File: src/rtl/fetch_pkg.sv
// Shared types and constants for the instruction fetch sequencer.
package fetch_pkg;

    localparam int FETCH_XLEN    = 64;
    localparam int FETCH_INSTRSZ = 32;
    localparam int PC_STEP       = 4;

    typedef enum logic [1:0] {
        IDLE,
        REQ,
        WAIT,
        DISCARD
    } fetch_state_e;

    typedef struct packed {
        logic [FETCH_XLEN-1:0]    pc;
        logic [FETCH_INSTRSZ-1:0] instr;
    } fetch_entry_t;

endpackage

File: src/rtl/fetch_queue.sv
// QDEPTH-entry synchronous FIFO of fetched {pc, instr} pairs; flush dominates push.
module fetch_queue
    import fetch_pkg::*;
#(
    parameter int QDEPTH = 4
) (
    input  logic                     clk,
    input  logic                     reset_n,
    input  logic                     push,
    input  logic                     pop,
    input  logic                     flush,
    input  fetch_entry_t             wdata,
    output fetch_entry_t             rdata,
    output logic [$clog2(QDEPTH):0]  count,
    output logic                     empty,
    output logic                     full
);

    localparam int PW = $clog2(QDEPTH);

    fetch_entry_t    store [QDEPTH];
    logic [PW-1:0]   wr_ptr;
    logic [PW-1:0]   rd_ptr;
    logic            do_push;
    logic            do_pop;

    assign empty   = (count == '0);
    assign full    = (count == (PW+1)'(QDEPTH));
    assign do_pop  = pop && !empty;
    // A push into a full queue is only legal when the head leaves in the same cycle.
    assign do_push = push && (!full || do_pop);
    assign rdata   = store[rd_ptr];

    always_ff @(posedge clk or negedge reset_n) begin
        if (!reset_n) begin
            wr_ptr <= '0;
            rd_ptr <= '0;
            count  <= '0;
        end else if (flush) begin
            wr_ptr <= '0;
            rd_ptr <= '0;
            count  <= '0;
        end else begin
            if (do_push) wr_ptr <= wr_ptr + PW'(1);
            if (do_pop)  rd_ptr <= rd_ptr + PW'(1);
            count <= count + (PW+1)'(do_push) - (PW+1)'(do_pop);
        end
    end

    always_ff @(posedge clk) begin
        if (do_push && !flush) store[wr_ptr] <= wdata;
    end

endmodule

File: src/rtl/fetch_sequencer.sv
// Instruction fetch controller: PC, one-outstanding memory requests, fetch queue toward decode.
// Optional FETCH_MISALIGN_CHECK_EN adds a sticky fetch_misalign output and halts on misaligned PCs.
module fetch_sequencer
    import fetch_pkg::*;
#(
    parameter int XLEN    = FETCH_XLEN,
    parameter int INSTRSZ = FETCH_INSTRSZ,
    parameter int QDEPTH  = 4
) (
    input  logic               clk,
    input  logic               reset_n,
    input  logic               start,
    input  logic [XLEN-1:0]    entry_pc,
    input  logic               redirect_valid,
    input  logic [XLEN-1:0]    redirect_pc,
    output logic               mem_req_valid,
    input  logic               mem_req_ready,
    output logic [XLEN-1:0]    mem_req_addr,
    input  logic               mem_resp_valid,
    input  logic [INSTRSZ-1:0] mem_resp_data,
    output logic               dec_valid,
    input  logic               dec_ready,
    output logic [INSTRSZ-1:0] dec_instr,
    output logic [XLEN-1:0]    dec_pc,
`ifdef FETCH_MISALIGN_CHECK_EN
    output logic               fetch_misalign,
`endif
    output logic               busy
);

    localparam int CW = $clog2(QDEPTH) + 2;

    fetch_state_e            state, state_nxt;
    logic [XLEN-1:0]         pc, pc_nxt;
    logic [XLEN-1:0]         req_pc;
    logic                    req_fire;
    logic                    outstanding;
    logic                    credit_ok;
    logic                    push, flush, pop;
    logic                    bad_start, bad_redir, halt_q;
    fetch_entry_t            q_wdata, q_rdata;
    logic [$clog2(QDEPTH):0] q_count;
    logic                    q_empty, q_full;

    assign outstanding   = (state == WAIT) || (state == DISCARD);
    assign credit_ok     = !q_full && ((CW'(q_count) + CW'(outstanding)) < CW'(QDEPTH));
    assign mem_req_valid = (state == REQ) && credit_ok;
    assign mem_req_addr  = pc;
    assign req_fire      = mem_req_valid && mem_req_ready;
    assign busy          = (state != IDLE);

    assign dec_valid = !q_empty;
    assign pop       = dec_valid && dec_ready;
    // Mask the unreset storage so the decoder sees zeros while the queue is empty.
    assign dec_instr = q_empty ? '0 : q_rdata.instr;
    assign dec_pc    = q_empty ? '0 : q_rdata.pc;

    assign q_wdata.pc    = req_pc;
    assign q_wdata.instr = mem_resp_data;

`ifdef FETCH_MISALIGN_CHECK_EN
    logic misalign_q;
    logic halt_nxt;

    assign bad_start      = (entry_pc[1:0] != 2'b00);
    assign bad_redir      = (redirect_pc[1:0] != 2'b00);
    assign halt_nxt       = (redirect_valid && state != IDLE) ? bad_redir : halt_q;
    assign fetch_misalign = misalign_q;

    always_ff @(posedge clk or negedge reset_n) begin
        if (!reset_n) begin
            misalign_q <= 1'b0;
            halt_q     <= 1'b0;
        end else begin
            halt_q <= halt_nxt;
            if ((state == IDLE && start && bad_start) ||
                (state != IDLE && redirect_valid && bad_redir))
                misalign_q <= 1'b1;
        end
    end
`else
    assign bad_start = 1'b0;
    assign bad_redir = 1'b0;
    assign halt_q    = 1'b0;
`endif

    always_comb begin
        state_nxt = state;
        pc_nxt    = pc;
        push      = 1'b0;
        flush     = 1'b0;
        case (state)
            IDLE: begin
                if (start) begin
                    pc_nxt    = entry_pc;
                    state_nxt = bad_start ? IDLE : REQ;
                end
            end
            REQ: begin
                if (req_fire) begin
                    pc_nxt    = pc + XLEN'(PC_STEP);
                    state_nxt = WAIT;
                end
            end
            WAIT: begin
                if (mem_resp_valid) begin
                    push      = 1'b1;
                    state_nxt = REQ;
                end
            end
            DISCARD: begin
                if (mem_resp_valid) state_nxt = halt_q ? IDLE : REQ;
            end
            default: state_nxt = IDLE;
        endcase
        // Redirect overrides everything; a response in this same cycle retires the outstanding request.
        if (redirect_valid && state != IDLE) begin
            flush  = 1'b1;
            push   = 1'b0;
            pc_nxt = redirect_pc;
            if ((state == REQ && req_fire) || (outstanding && !mem_resp_valid))
                state_nxt = DISCARD;
            else
                state_nxt = bad_redir ? IDLE : REQ;
        end
    end

    always_ff @(posedge clk or negedge reset_n) begin
        if (!reset_n) begin
            state <= IDLE;
            pc    <= '0;
        end else begin
            state <= state_nxt;
            pc    <= pc_nxt;
        end
    end

    always_ff @(posedge clk) begin
        if (req_fire) req_pc <= pc;
    end

    fetch_queue #(
        .QDEPTH (QDEPTH)
    ) u_queue (
        .clk     (clk),
        .reset_n (reset_n),
        .push    (push),
        .pop     (pop),
        .flush   (flush),
        .wdata   (q_wdata),
        .rdata   (q_rdata),
        .count   (q_count),
        .empty   (q_empty),
        .full    (q_full)
    );

endmodule

File: config.mk
export PLATFORM = sky130hd
export DESIGN_NAME = fetch_sequencer
export DESIGN_NICKNAME = d
export VERILOG_FILES = /design/src/rtl/fetch_pkg.sv /design/src/rtl/fetch_queue.sv /design/src/rtl/fetch_sequencer.sv
export SDC_FILE = /design/constraint.sdc
export NUM_CORES = 1
export LEC_CHECK = 0
export BUFFER_PORTS_ARGS = -buffer_cell sky130_fd_sc_hd__buf_2
export CELL_PAD_IN_SITES_DETAIL_PLACEMENT = 0
export CELL_PAD_IN_SITES_GLOBAL_PLACEMENT = 2
export CORE_ASPECT_RATIO = 0.8
export CORE_MARGIN = 5
export CORE_UTILIZATION = 30
export DETAILED_ROUTE_END_ITERATION = 16
export HOLD_SLACK_MARGIN = 0.08
export PLACE_DENSITY = 0.66
export SETUP_SLACK_MARGIN = 0.02
export SYNTH_ARGS = -nofsm -noshare
export SYNTH_HDL_FRONTEND = slang
export SYNTH_SLANG_ARGS = --single-unit
File: constraint.sdc
create_clock -name clk -period 5.48 [get_ports clk]
set_clock_uncertainty 0.2 [all_clocks]
set_input_delay 1.644 -clock clk [delete_from_list [all_inputs] [get_ports clk]]
set_output_delay 1.644 -clock clk [all_outputs]
set_load 0.005 [all_outputs]
Yosys cells after proc, flatten, opt, wreduce, memory -nomap -nowiden
Memory sizes are Yosys's and may differ from the RTL's.
Cells that the tools add are included.
W data, S select, Z words.
{"block": "totals", "memories": 1, "input_bits": 167, "ram_bits": 384, "wordCells": 70, "regBits": 137}
{"name": "u_queue.store", "depth": 4, "width": 96, "read_ports": 1, "rd_clocked_by_memory_dff": 0, "write_ports": 1, "line_no": "fetch_queue.sv:21", "source": "fetch_entry_t store [QDEPTH];"}
{"block": "op_classes", "n_eq_ne": 7, "n_mux": 23, "reduce_logical": 26, "order_cmp": 1, "add_sub_neg": 6}
{"operator": "$mux W64", "n": 4}
{"operator": "$pmux W64 S2", "n": 1}
{"operator": "$add A64 B3 Y64 const B", "n": 1}
{"operator": "$mux W32", "n": 1}
{"operator": "$mux W2", "n": 9}
{"operator": "$logic_and A1 B1 Y1", "n": 10}
{"operator": "$mux W1", "n": 6}
{"operator": "$ne A3 B3 Y1 const B", "n": 2}
{"operator": "$pmux W2 S3", "n": 1}
{"operator": "$reduce_and A3 Y1", "n": 2}
{"operator": "$reduce_bool A2 Y1", "n": 3}
{"operator": "$add A2 B1 Y2 const B", "n": 2}
{"operator": "$add A3 B1 Y4", "n": 1}
{"operator": "$eq A2 B2 Y1 const B", "n": 2}
{"operator": "$logic_not A1 Y1", "n": 4}
{"operator": "$lt A4 B3 Y1 const B", "n": 1}
{"operator": "$add A3 B1 Y3", "n": 1}
{"operator": "$eq A3 B3 Y1 const B", "n": 1}
{"operator": "$logic_not A3 Y1", "n": 1}
{"operator": "$logic_or A1 B1 Y1", "n": 3}
{"operator": "$mux W3", "n": 1}
{"operator": "$ne A3 B1 Y1 const B", "n": 1}
{"operator": "$reduce_bool A3 Y1", "n": 1}
{"operator": "$sub A3 B1 Y3", "n": 1}
{"operator": "3 further kinds", "n": 3}

Longest topological paths before layout
Gate-level depths: netlist of run 1.
{"block": "depth", "ltp_word": 11, "ltp_mapped": 10, "ltp_nobuf": 9}

Modules after synthesis
A second synthesis of run 1 with hierarchy kept.
{"block": "unflattened", "hier_cells": 1294, "area_unflattened_um2": 21634.5}
{"module": "fetch_queue", "area_per_inst_um2": 14307.5, "n_inst": 1, "cells_per_inst": 550}
{"module": "fetch_sequencer", "area_per_inst_um2": 7327.0, "n_inst": 1, "cells_per_inst": 744}

Worst setup path before layout of run 1
No wires, ideal clock.
{"block": "synth_path", "path_kind": "input port to flip-flop", "start": "in redirect_valid", "end": "mem u_queue.store[1][0] in the netlist's numbering, enable pin", "t_arrival_ps": 4831, "t_required_ps": 4814, "stages": 3, "setup_slack_ps": -17, "setup_time_ps": 466, "path_cell_list": "buf_2 -> nor4_1 -> and2_1"}
{"block": "synth_via", "elab_chain_len": 6}
{"item": "from (decl)", "line_no": "fetch_sequencer.sv:14", "source": "input logic redirect_valid,"}
{"item": "$logic_and A1 B1 Y1 *", "line_no": "fetch_sequencer.sv:117", "source": "if (redirect_valid && state != IDLE) begin"}
{"item": "$mux W1", "line_no": "fetch_sequencer.sv:117"}
{"item": "$logic_and A1 B1 Y1 / $logic_not A1 Y1 (equally long branches)", "line_no": "fetch_queue.sv:31, fetch_queue.sv:51"}
{"item": "$logic_and A1 B1 Y1 *", "line_no": "fetch_queue.sv:51", "source": "if (do_push && !flush) store[wr_ptr] <= wdata;"}
{"item": "$mux W1 *", "line_no": "fetch_queue.sv:51"}
{"item": "$mux W1 (implied by the code) *", "line_no": "fetch_queue.sv:51"}
{"item": "to (decl)", "line_no": "fetch_queue.sv:21"}
Mark *: on every way between the ends. The rest lies on a longest branch, timed or not.

Worst setup path in the final report of run 1
{"block": "layout_path", "start": "reg u_queue.rd_ptr[1]", "end": "out dec_pc[34]"}
{"block": "layout_via", "elab_chain_len": 2}
{"item": "from (decl)", "line_no": "fetch_queue.sv:23", "source": "logic [PW-1:0] rd_ptr;"}
{"item": "from (signal assigned)", "line_no": "fetch_queue.sv:45", "source": "if (do_pop) rd_ptr <= rd_ptr + PW'(1);"}
{"item": "$mem_v2 Z4 W96"}
{"item": "$mux W64", "line_no": "fetch_sequencer.sv:56", "source": "assign dec_pc = q_empty ? '0 : q_rdata.pc;"}
{"item": "to (decl)", "line_no": "fetch_sequencer.sv:24", "source": "output logic [XLEN-1:0] dec_pc,"}
No other way between the ends.

==> results of run 1 <==
-- flip-flops by register name, indices dropped and copies added (netlist names) --
name / count
u_queue.count: 3
u_queue.wr_ptr: 2
state: 2
u_queue.rd_ptr: 2
req_pc: 64
u_queue.store: 384
mem_req_addr: 64
-- worst max-delay path, delay by kind of cell (launching register included) --
family	cells	cell delay [ns]
buffers and inverters	2	0.56
multiplexers	1	0.36
flip-flops	1	1.01
AND/OR/NAND/NOR	1	0.18
-- stage by stage --
| stage | cell area [sq um] | power [mW] | instances | hold slack, ns |
|---|---|---|---|---|
| finish | 27300 | 13.8 | 2829 | 0.280 |
| global route | 27300 | 14.6 | 2825 | 0.277 |
| CTS | 27300 | 14.0 | 2824 | 0.272 |
| detailed placement | 25400 | 10.0 | 2722 | 0.276 |
| global placement | 25400 | 9.96 | 2722 | 0.264 |
| floorplan | 22400 | 7.87 | 1438 | 0.259 |
-- layer usage --
| metal | routed length, microns | track usage [%] | vias to the layer above |
|---|---|---|---|
| met5 | 24 | 0 | - |
| met1 | 32600 | 25.1 | 7393 |
| li1 | - | - | 6418 |
| met4 | 1130 | 3.46 | 4 |
| met2 | 31800 | 26.7 | 504 |
| met3 | 4800 | 3.44 | 83 |
-- worst min path at each step --
stage | depth (start not counted) | slack [ns] | to | from
final | 0 | 0.28 | u_queue.store[2][54] | req_pc[22]
after global routing | 0 | 0.28 | u_queue.store[0][54] | req_pc[22]
after CTS | 0 | 0.27 | u_queue.store[3][54] | req_pc[22]
after detailed placement | 0 | 0.28 | u_queue.store[0][48] | req_pc[16]
after global placement | 0 | 0.26 | u_queue.store[2][66] | req_pc[34]
after floorplan | 0 | 0.26 | u_queue.store[0][32] | req_pc[0]
-- Yosys cell counts, types with 3 or more instances --
cell,n
sky130_fd_sc_hd__inv_1,17
sky130_fd_sc_hd__edfxtp_1,448
sky130_fd_sc_hd__ha_1,8
sky130_fd_sc_hd__nor2b_1,3
sky130_fd_sc_hd__or4_1,8
sky130_fd_sc_hd__o21ai_0,45
sky130_fd_sc_hd__and2_1,113
sky130_fd_sc_hd__o221ai_1,12
sky130_fd_sc_hd__a311oi_1,3
sky130_fd_sc_hd__and3_1,24
sky130_fd_sc_hd__a31o_2,4
sky130_fd_sc_hd__nand2b_1,3
sky130_fd_sc_hd__a211o_1,7
sky130_fd_sc_hd__xnor2_1,12
sky130_fd_sc_hd__a21oi_1,48
sky130_fd_sc_hd__a31oi_1,9
sky130_fd_sc_hd__a211oi_1,15
sky130_fd_sc_hd__nor4_1,16
sky130_fd_sc_hd__xor2_1,5
sky130_fd_sc_hd__nand4_1,28
sky130_fd_sc_hd__nand2_1,76
sky130_fd_sc_hd__a21o_1,5
sky130_fd_sc_hd__o22ai_1,4
sky130_fd_sc_hd__buf_1,18
sky130_fd_sc_hd__clkbuf_1,56
sky130_fd_sc_hd__nor4_2,3
sky130_fd_sc_hd__nor2_1,69
sky130_fd_sc_hd__and4_1,16
sky130_fd_sc_hd__mux4_2,96
sky130_fd_sc_hd__nand3_1,49
sky130_fd_sc_hd__a221o_1,5
sky130_fd_sc_hd__dfrtp_1,73
sky130_fd_sc_hd__o211ai_1,15
sky130_fd_sc_hd__or3_1,10
sky130_fd_sc_hd__a22oi_1,9
sky130_fd_sc_hd__mux2i_1,14
sky130_fd_sc_hd__nor3_1,18
sky130_fd_sc_hd__a221oi_1,4
sky130_fd_sc_hd__buf_2,10
sky130_fd_sc_hd__nor4_4,3
sky130_fd_sc_hd__o31ai_1,4
-- area by class of cell --
cell class,instances,area (sq um),area share (%)
inverters,18,67.6,0.247
multi-input cells,815,6720,24.6
well taps,1001,1250,4.58
diodes,5,12.5,0.0458
clock buffers,67,1460,5.35
flip-flops and latches,521,15300,55.9
clock inverters,35,490,1.79
repair buffers,367,2050,7.49
-- logic make-up (layout without fill, tap and decap cells) --
family,count (synthesis),in the layout,share of synthesized area [%]
XOR/XNOR,17,17,0.666
multiplexers,112,112,10.4
other,0,5,0
flip-flops,521,521,68.4
buffers and inverters,102,487,1.77
adder cells (fa/ha/maj),9,9,0.538
AO/OA/AOI/OAI,222,222,6.76
AND/OR/NAND/NOR,455,455,11.5
-- power by group through the flow --
stage / clock network, mW / logic (mW) / registers (mW)
6_report: 3.97 / 3.89 / 5.93
5_1_grt: 4.25 / 4.29 / 6.02
4_1_cts: 4.09 / 4.00 / 5.94
3_5_place_dp: 0 / 3.98 / 6.03
3_3_place_gp: 0 / 3.96 / 6.00
2_1_floorplan: 0 / 2.31 / 5.56
==> impl_summary.md, run 1 <==
Setup path
Measured in cells, the most critical reg-to-reg path has a length of 7. The startpoint of the worst register-to-register path is mem_req_addr[2]. STA puts the critical path data required time at around 3.6 ns.

The critical path's slowest cell is sky130_fd_sc_hd__dfrtp_4. The largest single stage delay on the critical path is just over 1 ns. Data arrives at the worst endpoint at roughly 2.7 ns. The worst setup path is captured at an output port. The register-to-register setup slack is 1.90 ns. The worst setup path is of the reg2out kind.

The largest fanout on the critical path is 44. In this run the worst setup path terminates at dec_pc[34]. The signal on the critical path passes through buf_4, mux4_2, and2_1, buf_2. The worst setup path is launched from a register. In this run the worst setup path begins at u_queue.rd_ptr[1]. The capturing point of the worst reg2reg path is mem_req_addr[54].

Yosys
sky130_fd_sc_hd__edfxtp_1 takes more of the synthesized area than any other cell. The number of register bits inferred by synthesis is 521. By area the synthesized netlist is led by sky130_fd_sc_hd__edfxtp_1, sky130_fd_sc_hd__mux4_2, sky130_fd_sc_hd__dfrtp_1. The number of different library cells used by synthesis comes to 80.

After synthesis, flip-flops and latches occupy 68.4% of the total area. Counting flops with a built-in enable in the synthesized netlist gives ~450. The synthesized netlist net count is ~1,600. During synthesis, Yosys emitted a total of 0 warnings. The cell area after technology mapping is roughly 22,000 sq um. The top-area cell type share of the netlist area is between 60 and 70%. Each instance of the synthesized netlist takes up on average between 15 and 20 sq um. The share of synthesized flip-flops with an asynchronous set or reset is between 10 and 15%. The number of standard cells after synthesis is around 1,400. For this run, the leading register cell type out of synthesis is sky130_fd_sc_hd__edfxtp_1.

Clock network
The number of buffers created by CTS is 54. The count of buffers added by post-CTS timing repair for setup is 0. Gates resized during post-CTS repair numbered 0.

After clock tree synthesis, the clock-pin slew on the worst setup and hold paths is ~0.07 ns. The tree is rooted in a sky130_fd_sc_hd__clkbuf_16. The source-to-sink clock delay at the later pin of the worst-skew pair is 0.63 ns. The tree built by TritonCTS fans out to around 520 sinks. The clock passes through at most 3 buffers. The total number of H-tree levels is 2. TritonCTS built the clock tree. For this design, the CTS-stage hold fixing added 0 buffers.

Cells and area
The proportion of layout cells with a drive suffix above 1 is between 30% and 40%. Compared with the post-synthesis result, the final layout area differs by 22.3%. The net count reported at finish is around 2,000. Cells fill a little under two fifths of the core in the end.

The top cell types in the final layout, fill and taps aside, are sky130_fd_sc_hd__edfxtp_1, sky130_fd_sc_hd__buf_2, sky130_fd_sc_hd__and2_1. The layout has about 7,000 filler cells. Leaving out fill and tap cells, the most frequent cell in the layout is sky130_fd_sc_hd__edfxtp_1.

Power
The static leakage power is 9.61 nW. The clock network burns 28.8% of the power. The internal power of the cells totals a little over 9 mW.

In this run the power spent charging and discharging nets is ~4.7 mW. The areal power density over the cells is between 500 and 600 nW/um^2. Of the total power, the share spent switching nets is about a third. Of the total power, registers draw 43.0%. The worst-case IR drop observed on VDD is ~0.3 mV.

The combinational group share of total power is 28.2%.

STA
The final setup violation count is 0. At the pin with the least slew margin, the transition time is about 1.0 ns. Measured against its own limit, the worst slew margin works out to 29.9%. Setup total negative slack on the finished layout was measured at 0 ns.

The highest attainable clock frequency is around 220 MHz. Of the available clock period, the critical path in the final layout requires a little over four fifths. The number of endpoints with negative hold slack in the final report is 0.

Setup slack on the critical path of the routed design comes to between 0.8 and 0.9 ns. The number of pins with negative max-slew slack in the final report is 0. After layout, the minimum clock period comes to 4.59 ns. Setup repair after global routing left no endpoint under its margin.

Drt
The average routed wire per standard cell is around 25 microns. The post-detailed-route count of antenna-violating nets is 0. The total length of routed wires is between 70,000 and 80,000 microns. The number of vias per cell is 5.09.

For this run, design rule violations remaining after detail routing come to 0. The violation count after the first detailed-routing iteration is 1,224. The number of iterations in the first detailed-routing pass is 5. The final route contains between 10,000 and 15,000 vias.

Global route
In the global route stage, overall resource usage came out at between 10% and 20%. The first global-routing pass estimated between 100,000 and 150,000 microns of wire. The number of global-route vias before repair is between 10,000 and 15,000. The initial antenna violation count is 5. Entering global routing, the biggest net connects 58 pins. The total global routing overflow is 0.

Floorplanning
In this run the horizontal extent of the chip is between 300 and 400 microns. The initialized floorplan defines slightly below 90 standard-cell rows. Pin placement for this block handled 330 I/O pins. The height of the chip is between 200 and 300 microns. The initial core utilization is a little under a third.

The standard cell core area is about 74,000 sq um. The die covers about 80,000 sq um.

Placed design
At the end of routability-driven placement, the weighted congestion stood at 0.803. Input and output buffers added on the ports amount to 329. The estimated wirelength of the detail-placed design is 48,400 microns. Before CTS, the worst setup slack after placement is between 1 and 1.5 ns.

Run
The max capacitance violation total is 0.

Min path
The min-delay analysis places its worst path in the category reg2reg.

Outcome
The flow ran to the end, and the final reports show no timing, DRC or antenna violations.
No activity file was read; power rests on OpenSTA's default activity.
==> run 2, diff against run 1 <==
ABC_AREA = 1   (was unset)
PLACE_DENSITY = 0.72   (was 0.66)
clock period = 4.4 ns   (was 5.48 ns; I/O delays follow)
==> run 2 against run 1 <==
  * First-iteration DRC count is 18% higher
  * Power is 34% higher
  * Critical path depth is 1 higher
  * Hold slack better by 0.0056 ns
  * Sequential share of layout area is 0.90 points lower
==> impl_summary.md, run 2 <==
Global route
The met2 capacity usage during global routing came to 27.8% (+1.0 points). The global-route wire length before repair is 112,000 microns (+10%). The met3 track utilization from global routing came to 3.00% (-0.44 points). The global-route usage over all layers came to 17.9% (+0.75 points).

The layer flagged by global routing as most heavily used is met2. The initial antenna violation count is 1 (-4). The met1 capacity usage during global routing came to 26.2% (+1.0 points). The number of global-route vias before repair is 17,000 (+16%). The total global routing overflow is 0 (unchanged). The pin count of the biggest net entering global routing is 129 (+120%).

Setup path
The critical path arrival is 2.67 ns (-0.07 ns). The class of the most critical setup path is reg2out. The worst endpoint required time came to 2.88 ns (-0.76 ns). The largest fanout on the critical path is 44 (unchanged). The highest cell delay on the worst timing path was 0.63 ns (-0.38 ns).

STA classifies the critical path startpoint as a register. The slowest stage of the critical path is the sky130_fd_sc_hd__dfrtp_4 cell. Walking the worst path, the cells encountered are inv_4, buf_4, o21ai_0, a21oi_1, buf_2.

The endpoint class of the critical path is an output port. The register-to-register setup slack is 1.38 ns (-0.52 ns).

Cells and area
The area of all placed cells without fillers is 27,800 sq um (+1.6%). The post-route core utilization is 36.8% (-0.25 points). The growth of design area from synthesis to finish is 21.3%.

The flip-flop count of the largest register after layout was 384 (unchanged). The proportion of layout cells with a drive suffix above 1 is 18.0% (-14 points). The register with the most flip-flops in the final layout is u_queue.store.

The library cell used most frequently in the layout, excluding fill and tap cells, is sky130_fd_sc_hd__nor2_1. The net count reported at finish was 2,796 (+43%). The final instance count without filler cells is 3,673 (+30%).

Leaving out fill and tap cells, the most frequent cells in the layout are sky130_fd_sc_hd__nor2_1, sky130_fd_sc_hd__edfxtp_1, sky130_fd_sc_hd__nand2_1. The number of inserted filler cells in the final layout is 7,586 (+7.8%).

STA
The final setup violation count came to 0 (unchanged). The relative max-transition margin is 40.4% (+11 points). Static timing analysis puts the maximum clock frequency at between 200 and 250 MHz. The number of endpoints with negative hold slack in the final report is 0 (unchanged). The number of pins with negative max-slew slack in the final report came to 0 (unchanged).

The portion of the clock cycle consumed by the worst path in the final layout is 95.3%. Setup repair after global routing left no endpoint under its margin. The post-layout minimum cycle time is approximately 4.2 ns. The transition at the pin with the smallest max-transition slack was 0.892 ns (-0.150 ns).

Yosys
The number of warnings issued by yosys is 0 (unchanged). The mean cell area of the mapped netlist is 9.95 sq um (-36%). The number of register bits inferred by synthesis came to 521 (unchanged). The synthesized-area fraction occupied by and/or/nand/nor cells is 19.5% (+8.0 points).

The synthesized design spends more area on one cell type than any other, namely sky130_fd_sc_hd__edfxtp_1. The top-area cell type share of the netlist area came to 58.7% (-1.5 points). The largest family of logic cells by synthesized area is simple AND/OR/NAND/NOR gates. The mux share of post-synthesis cell area is 0% (-10 points).

Ranked by total cell area, the synthesized netlist is headed by sky130_fd_sc_hd__edfxtp_1, sky130_fd_sc_hd__nor2_1, sky130_fd_sc_hd__dfrtp_1. The count of distinct cell types in the synthesized netlist is 36 (-55%). The synthesized-area fraction occupied by ao, oa, aoi and oai cells is 9.12% (+2.4 points). The share of synthesized flip-flops with an asynchronous set or reset is 14.0% (unchanged). Among all cell types in the netlist, the one instantiated most often is sky130_fd_sc_hd__nor2_1. The cell area after technology mapping is 22,900 sq um (+2.5%). Ranked by instance count, the synthesized netlist is headed by sky130_fd_sc_hd__nor2_1, sky130_fd_sc_hd__edfxtp_1, sky130_fd_sc_hd__nand2_1, sky130_fd_sc_hd__o21ai_0, sky130_fd_sc_hd__a21oi_1.

The number of flops mapped to enable cells by yosys was 448 (unchanged). The synthesized netlist net count is 2,477 (+53%). The sequential area share after synthesis is 66.7% (-1.7 points). The xor and xnor area share after synthesis was 0.918% (+0.25 points). The primary flip-flop cell chosen by synthesis mapping is sky130_fd_sc_hd__edfxtp_1. The post-synthesis adder-cell area fraction is 0.524% (-0.013 points). The number of standard cells after synthesis is 2,301 (+60%).

Placed design
The estimated wirelength of the detail-placed design was 51,700 microns (+6.9%). The number of I/O port buffers is 329 (unchanged). The placer congestion estimate is 0.858 (+6.8%). The post-placement cell count is 3,574 (+31%).

The total cell area at the placement stage was 26,000 sq um (+2.6%).

Drt
The post-detailed-route count of antenna-violating nets is 0 (unchanged). The number of remaining DRC errors is 0 (unchanged). The number of vias per cell is 4.73 (-7.1%). The average routed wire per standard cell is 21.0 microns (-16%). The total length of routed wires is 77,000 microns (+9.4%). The violation count after the first detailed-routing iteration came to 1,447 (+18%).

The number of iterations in the first detailed-routing pass is 5 (unchanged). The total number of vias is 17,400 (+21%).

Clock network
The root buffer cell chosen for the clock tree is sky130_fd_sc_hd__clkbuf_16. The total number of H-tree levels is 2 (unchanged). The clock tree from TritonCTS is yes.

The count of buffers added by post-CTS timing repair for setup is 0 (unchanged). The source-to-sink clock delay at the later pin of the worst-skew pair is 0.61 ns (-0.02 ns). The number of buffers created by CTS came to 55 (+1.9%).

The buffer depth of the longest clock path is 3 (unchanged). The clock transition at the registers of the reported paths is 0.06 ns (about the same). The number of sinks handled by clock tree synthesis is 521 (unchanged).

Power
The sequential fraction of design power is 40.3% (-2.7 points). The areal power density over the cells is 664 nW/um^2 (+32%). The switching part of the total power is 40.5% (+6.3 points).

The combinational group share of total power is 35.5% (+7.3 points). The final total power is 18.4 mW (+34%). The worst-case vdd ir drop was 0.378 mV (+30%). The static leakage power is 10.5 nW (+9.4%). The total internal power is 11.0 mW (+21%).

The switching power was 7.48 mW (+58%). The relative contribution of the clock network to total power is 24.2% (-4.6 points).

Floorplanning
The total I/O pin count was 330 (unchanged). The standard cell core area is 75,600 sq um (+2.3%). The area of the die came to 82,000 sq um (+2.4%). The number of placement rows is 90 (+1.1%). The initial core utilization is 30.3% (+0.044 points). The horizontal die dimension is 319 microns (+1.2%). The height of the chip is 257 microns (+1.2%).

Outcome
The run finished with clean final reports.

Run
The max capacitance violation total is 0 (unchanged).

Min path
The worst hold path belongs to the class reg2reg.
-- run 2: cell types whose count changed in the layout (fill, tap and decap cells not counted), moves of 17 or more --
cell / delta
sky130_fd_sc_hd__nor2_1: +561
sky130_fd_sc_hd__nand2_1: +369
sky130_fd_sc_hd__o21ai_0: +199
sky130_fd_sc_hd__and2_1: -109
sky130_fd_sc_hd__mux4_2: -96
sky130_fd_sc_hd__a21oi_1: +86
sky130_fd_sc_hd__inv_1: +52
sky130_fd_sc_hd__and3_1: -24
sky130_fd_sc_hd__nand4_1: -17
-- run 2: final cells by class --
type	instances	area, sq um	area share [%]
Timing Repair Buffer	374	2270	8.19
Clock buffer	67	1430	5.15
Clock inverter	30	290	1.04
Tap cell	1012	1270	4.56
Sequential cell	521	15300	55.0
Multi-Input combinational cell	1594	6950	25.0
Antenna cell	1	2.50	0.00900
Inverter	74	283	1.02
-- run 2: cells by family (layout without fill, tap and decap cells) --
logic type	count (synthesis)	after routing
buf+inv	186	545
simple gates	1154	1154
flops	521	521
fa+ha+maj	9	9
xor+xnor	24	24
compound gates	407	407
other cells	0	1
-- run 2: worst max-delay path: cells and delay by family, from the launching register on --
family                 cells  cell delay [ns]
AOI/OAI and AO/OA          2             0.46
DFF                        1             0.63
buffers and inverters      3             0.94
-- run 2: repair_timing --
item,in CTS,in global routing
hold buffers,0,0
resized for setup,0,1
hold endpoints to repair,0,0
endpoints found under the setup margin,0,8
-- run 2: final timing paths --
path / start / endpoint / cells after the start
min in group asynchronous: reset_n / mem_req_addr[45] / 1
worst min register to register: mem_req_addr[1] / req_pc[1] / 0
worst max register to register: state[1] / u_queue.store[3][1] / 5
worst max-delay path: u_queue.rd_ptr[0] / dec_pc[37] / 5
max in group asynchronous: reset_n / mem_req_addr[43] / 2
worst min-delay path: mem_req_addr[1] / req_pc[1] / 0
-- run 2: through the flow --
| stage | hold WS [ns] | setup slack (ns) | setup TNS (ns) |
|---|---|---|---|
| after floorplan | 0.259 | -0.519 | -199.32 |
| after global placement | 0.267 | 0.370 | 0 |
| after detailed placement | 0.284 | 0.383 | 0 |
| after CTS | 0.298 | 0.0813 | 0 |
| after global routing | 0.325 | 0.0296 | 0 |
| final | 0.286 | 0.205 | 0 |
-- run 2: power by group through the flow --
stage               Combinational, mW  Clock (mW)  Sequential, mW
CTS                              6.66        4.60            7.44
floorplan                        3.84           0            6.87
detailed placement               6.63           0            7.54
global placement                 6.61           0            7.52
finish                           6.55        4.47            7.43
global route                     7.36        4.83            7.53
-- run 2: metal layers --
metal  vias to the layer above  share of wire [%]
li1                       8424                  -
met1                      8361                 48
met2                       515                 45
met3                        79                5.0
met4                         0                2.1
met5                         -                  0
==> run 3, diff against run 2 <==
PLACE_DENSITY = 0.75   (was 0.72)
clock period = 4 ns   (was 4.4 ns; I/O delays follow)
==> run 3 against run 2 <==
  * Hold slack worse by 0.0055 ns
  * First-iteration DRC count is 22% lower
  * Count of clock-buffer cells in the layout is 5 lower
  * Non-clock buffer count is 6 higher
==> impl_summary.md, run 3 (synthesized netlist as in run 2, its figures left out) <==
Setup path
The buffering stage count on the worst path with inverters included is 2 (-1). The beginning of the critical path is u_queue.rd_ptr[0]. The critical path arrival is 2.42 ns (-0.25 ns). The worst endpoint required time is 2.60 ns (-0.28 ns). The register-to-register setup slack was 1.13 ns (-0.25 ns).

The most critical setup path has its endpoint at dec_pc[7]. The class of the most critical setup path is reg2out. The instance count on the critical path is 6 (+1). The most numerous cell type found on the critical path is sky130_fd_sc_hd__nor2_1. The endpoint class of the critical path is an output port.

The highest cell delay on the worst timing path came to 0.49 ns (-0.14 ns). The critical path startpoint category is a register. The critical path's slowest cell is sky130_fd_sc_hd__dfrtp_4. The depth of the worst register-to-register path is 10 (+5). In this run the critical register-to-register path is captured at u_queue.count[2]. The kind of cell with the highest combined delay along the critical path is buffers and inverters. The critical path goes through buf_12, nor2_1, nor2_1, o21ai_0, a21oi_1, buf_2. The startpoint identified for the worst register-to-register timing path is u_queue.count[2].

The largest fanout on the critical path is 104 (+140%).

Placed design
The estimated wirelength of the detail-placed design is 53,600 microns (+3.6%). The number of I/O port buffers is 329 (unchanged). The worst setup timing slack at the placement stage is 0.612 ns (+0.229 ns). The total cell area at the placement stage was 26,100 sq um (+0.22%). The placer congestion estimate is 0.830 (-3.3%).

Global route
The layer flagged by global routing as most heavily used is met2. The global-route usage over all layers came to 18.2% (+0.28 points). The met3 track utilization from global routing was 3.50% (+0.49 points). The total global routing overflow came to 0 (unchanged).

The met2 capacity usage during global routing was 29.5% (+1.8 points). The pin count of the biggest net entering global routing is 105 (-19%). The number of global-route vias before repair is 17,300 (+2.2%). The met1 capacity usage during global routing is 25.2% (-0.96 points). The initial antenna violation count is 2 (+1). The global-route wire length before repair is 114,000 microns (+1.7%).

Clock network
The clock root buffer is sky130_fd_sc_hd__clkbuf_16. The clock transition at the registers of the reported paths is 0.06 ns (about the same). The number of sinks handled by clock tree synthesis came to 521 (unchanged).

The source-to-sink clock delay at the later pin of the worst-skew pair is 0.65 ns (+0.04 ns). The cts-stage hold buffer count was 0 (unchanged). The number of buffers created by CTS is 55 (unchanged). The buffer depth of the longest clock path is 3 (unchanged). The clock tree from TritonCTS is yes.

The total number of H-tree levels is 2 (unchanged).

Outcome
The flow ran to the end, and the final reports show no timing, DRC or antenna violations.

Floorplanning
The initial core utilization is 30.3% (unchanged). The number of placement rows was 90 (unchanged). The area of the die is 82,000 sq um (unchanged). The total I/O pin count was 330 (unchanged). The height of the chip came to 257 microns (unchanged).

The standard cell core area was 75,600 sq um (unchanged). The horizontal die dimension came to 319 microns (unchanged).

Drt
The number of vias per cell is 4.76 (+0.55%). The total length of routed wires is 77,500 microns (+0.63%). The average routed wire per standard cell is 21.0 microns (+0.30%).

The number of remaining DRC errors is 0 (unchanged). The total number of vias is 17,500 (+0.87%). The number of iterations in the first detailed-routing pass is 5 (unchanged). The post-detailed-route count of antenna-violating nets came to 0 (unchanged). The violation count after the first detailed-routing iteration is 1,131 (-22%).

STA
The routed design could run at a clock period as short as 3.82 ns. The final setup violation count is 0 (unchanged). The worst-case setup margin in the final layout is 0.176 ns (-0.0288 ns). The number of endpoints with negative hold slack in the final report is 0 (unchanged). The highest attainable clock frequency is between 200 and 300 MHz. Dividing the final minimum period by the clock period gives a little over nine tenths. The relative max-transition margin is 48.9% (+8.4 points). The accumulated negative setup slack is 0 ns (unchanged).

Setup repair after global routing could not meet its margin everywhere. The transition at the pin with the smallest max-transition slack is 0.766 ns (-0.126 ns). The number of pins with negative max-slew slack in the final report is 0 (unchanged).

Power
The worst-case vdd ir drop is 0.438 mV (+16%). The static leakage power is 10.6 nW (+0.91%). The areal power density over the cells is 737 nW/um^2 (+11%).

Cells and area
The growth of design area from synthesis to finish is 22.1%. The proportion of layout cells with a drive suffix above 1 is 18.2% (+0.21 points). The sequential cell area is 15,300 sq um (unchanged). The total area of multi-input combinational cells is 6950 sq um (unchanged).

Ranked by flip-flop count, first place goes to u_queue.store. The area of all placed cells without fillers is 28,000 sq um (+0.64%). The number of antenna cells inserted is 0 (-1). The net count reported at finish is 2,802 (+0.21%). The library cell used most frequently in the layout, excluding fill and tap cells, is sky130_fd_sc_hd__nor2_1.

The number of inserted filler cells in the final layout is 7,584 (-0.026%). The flip-flop count of the largest register after layout is 384 (unchanged). The top cell types in the final layout, fill and taps aside, are sky130_fd_sc_hd__nor2_1, sky130_fd_sc_hd__edfxtp_1, sky130_fd_sc_hd__nand2_1.

Min path
The class of the tightest hold or removal check is reg2reg.

Run
The max capacitance violation total is 0 (unchanged).
[run 3: changes by cell type in the layout (fill, tap and decap cells not counted)]
cell / delta
sky130_fd_sc_hd__buf_12: +1
sky130_fd_sc_hd__buf_4: +5
sky130_fd_sc_hd__bufinv_16: +3
sky130_fd_sc_hd__clkbuf_1: -4
sky130_fd_sc_hd__clkbuf_8: -1
sky130_fd_sc_hd__clkinv_1: +9
sky130_fd_sc_hd__clkinv_2: -2
sky130_fd_sc_hd__clkinv_4: +1
sky130_fd_sc_hd__clkinvlp_4: -1
sky130_fd_sc_hd__diode_2: -1
sky130_fd_sc_hd__inv_16: +1
sky130_fd_sc_hd__inv_4: -2
sky130_fd_sc_hd__inv_6: +2
sky130_fd_sc_hd__inv_8: +1
[run 3: worst min path at each step]
stage                     cells past startpoint              endpoint  slack [ns]       start
after floorplan                               0  u_queue.store[0][32]        0.26   req_pc[0]
after global placement                        0  u_queue.store[3][78]        0.26  req_pc[46]
after detailed placement                      0  u_queue.store[3][58]        0.28  req_pc[26]
after CTS                                     0  u_queue.store[3][47]        0.27  req_pc[15]
after global routing                          0  u_queue.store[3][47]        0.29  req_pc[15]
final                                         0  u_queue.store[0][37]        0.28   req_pc[5]
[run 3: worst register-to-register path, cell delays in order, from the launching register on]
cell and delay, ns:
sky130_fd_sc_hd__dfrtp_1 0.46, sky130_fd_sc_hd__nor3_2 0.28, sky130_fd_sc_hd__buf_12 0.42, sky130_fd_sc_hd__nor2_1 0.23
sky130_fd_sc_hd__ha_1 0.32, sky130_fd_sc_hd__inv_1 0.05, sky130_fd_sc_hd__ha_1 0.14, sky130_fd_sc_hd__inv_1 0.04
sky130_fd_sc_hd__fa_1 0.37, sky130_fd_sc_hd__xnor2_1 0.16, sky130_fd_sc_hd__nor2_1 0.06
[run 3: final cells by class]
type	count	share of cell area, %
Clock buffer	62	5.02
Clock inverter	42	1.55
Timing Repair Buffer	380	8.34
Inverter	74	1.04
Multi-Input combinational cell	1594	24.9
Tap cell	1012	4.53
Sequential cell	521	54.7
[run 3: power breakdown]
group / total (mW) / switching (mW) / internal (mW) / leakage, nW
Sequential: 8.27 / 1.42 / 6.85 / 4.93
Combinational: 7.18 / 4.70 / 2.47 / 4.79
Clock: 5.17 / 2.23 / 2.94 / 0.882
[run 3: metal layers]
metal,routed length (microns),vias up
li1,-,8444
met1,35300,8498
met2,36100,488
met3,4310,97
met4,1730,4
met5,34,-
[run 3: repair_timing]
action | CTS | global route
endpoints found under the setup margin | 31 | 15
setup buffers | 0 | 0
gates resized for setup | 2 | 2
gates cloned | 0 | 1
pin swaps | 0 | 0
[run 3: per-stage QoR]
| step | std cells | utilization (%) | hold WS (ns) | power (mW) |
|---|---|---|---|---|
| global placement | 3580 | 34.5 | 0.264 | 15.6 |
| floorplan | 2301 | - | 0.259 | 11.8 |
| detailed placement | 3580 | 34.5 | 0.277 | 15.7 |
| CTS | 3684 | 37.0 | 0.273 | 20.9 |
| finish | 3685 | 37.0 | 0.280 | 20.6 |
| global route | 3685 | 37.0 | 0.290 | 22.1 |
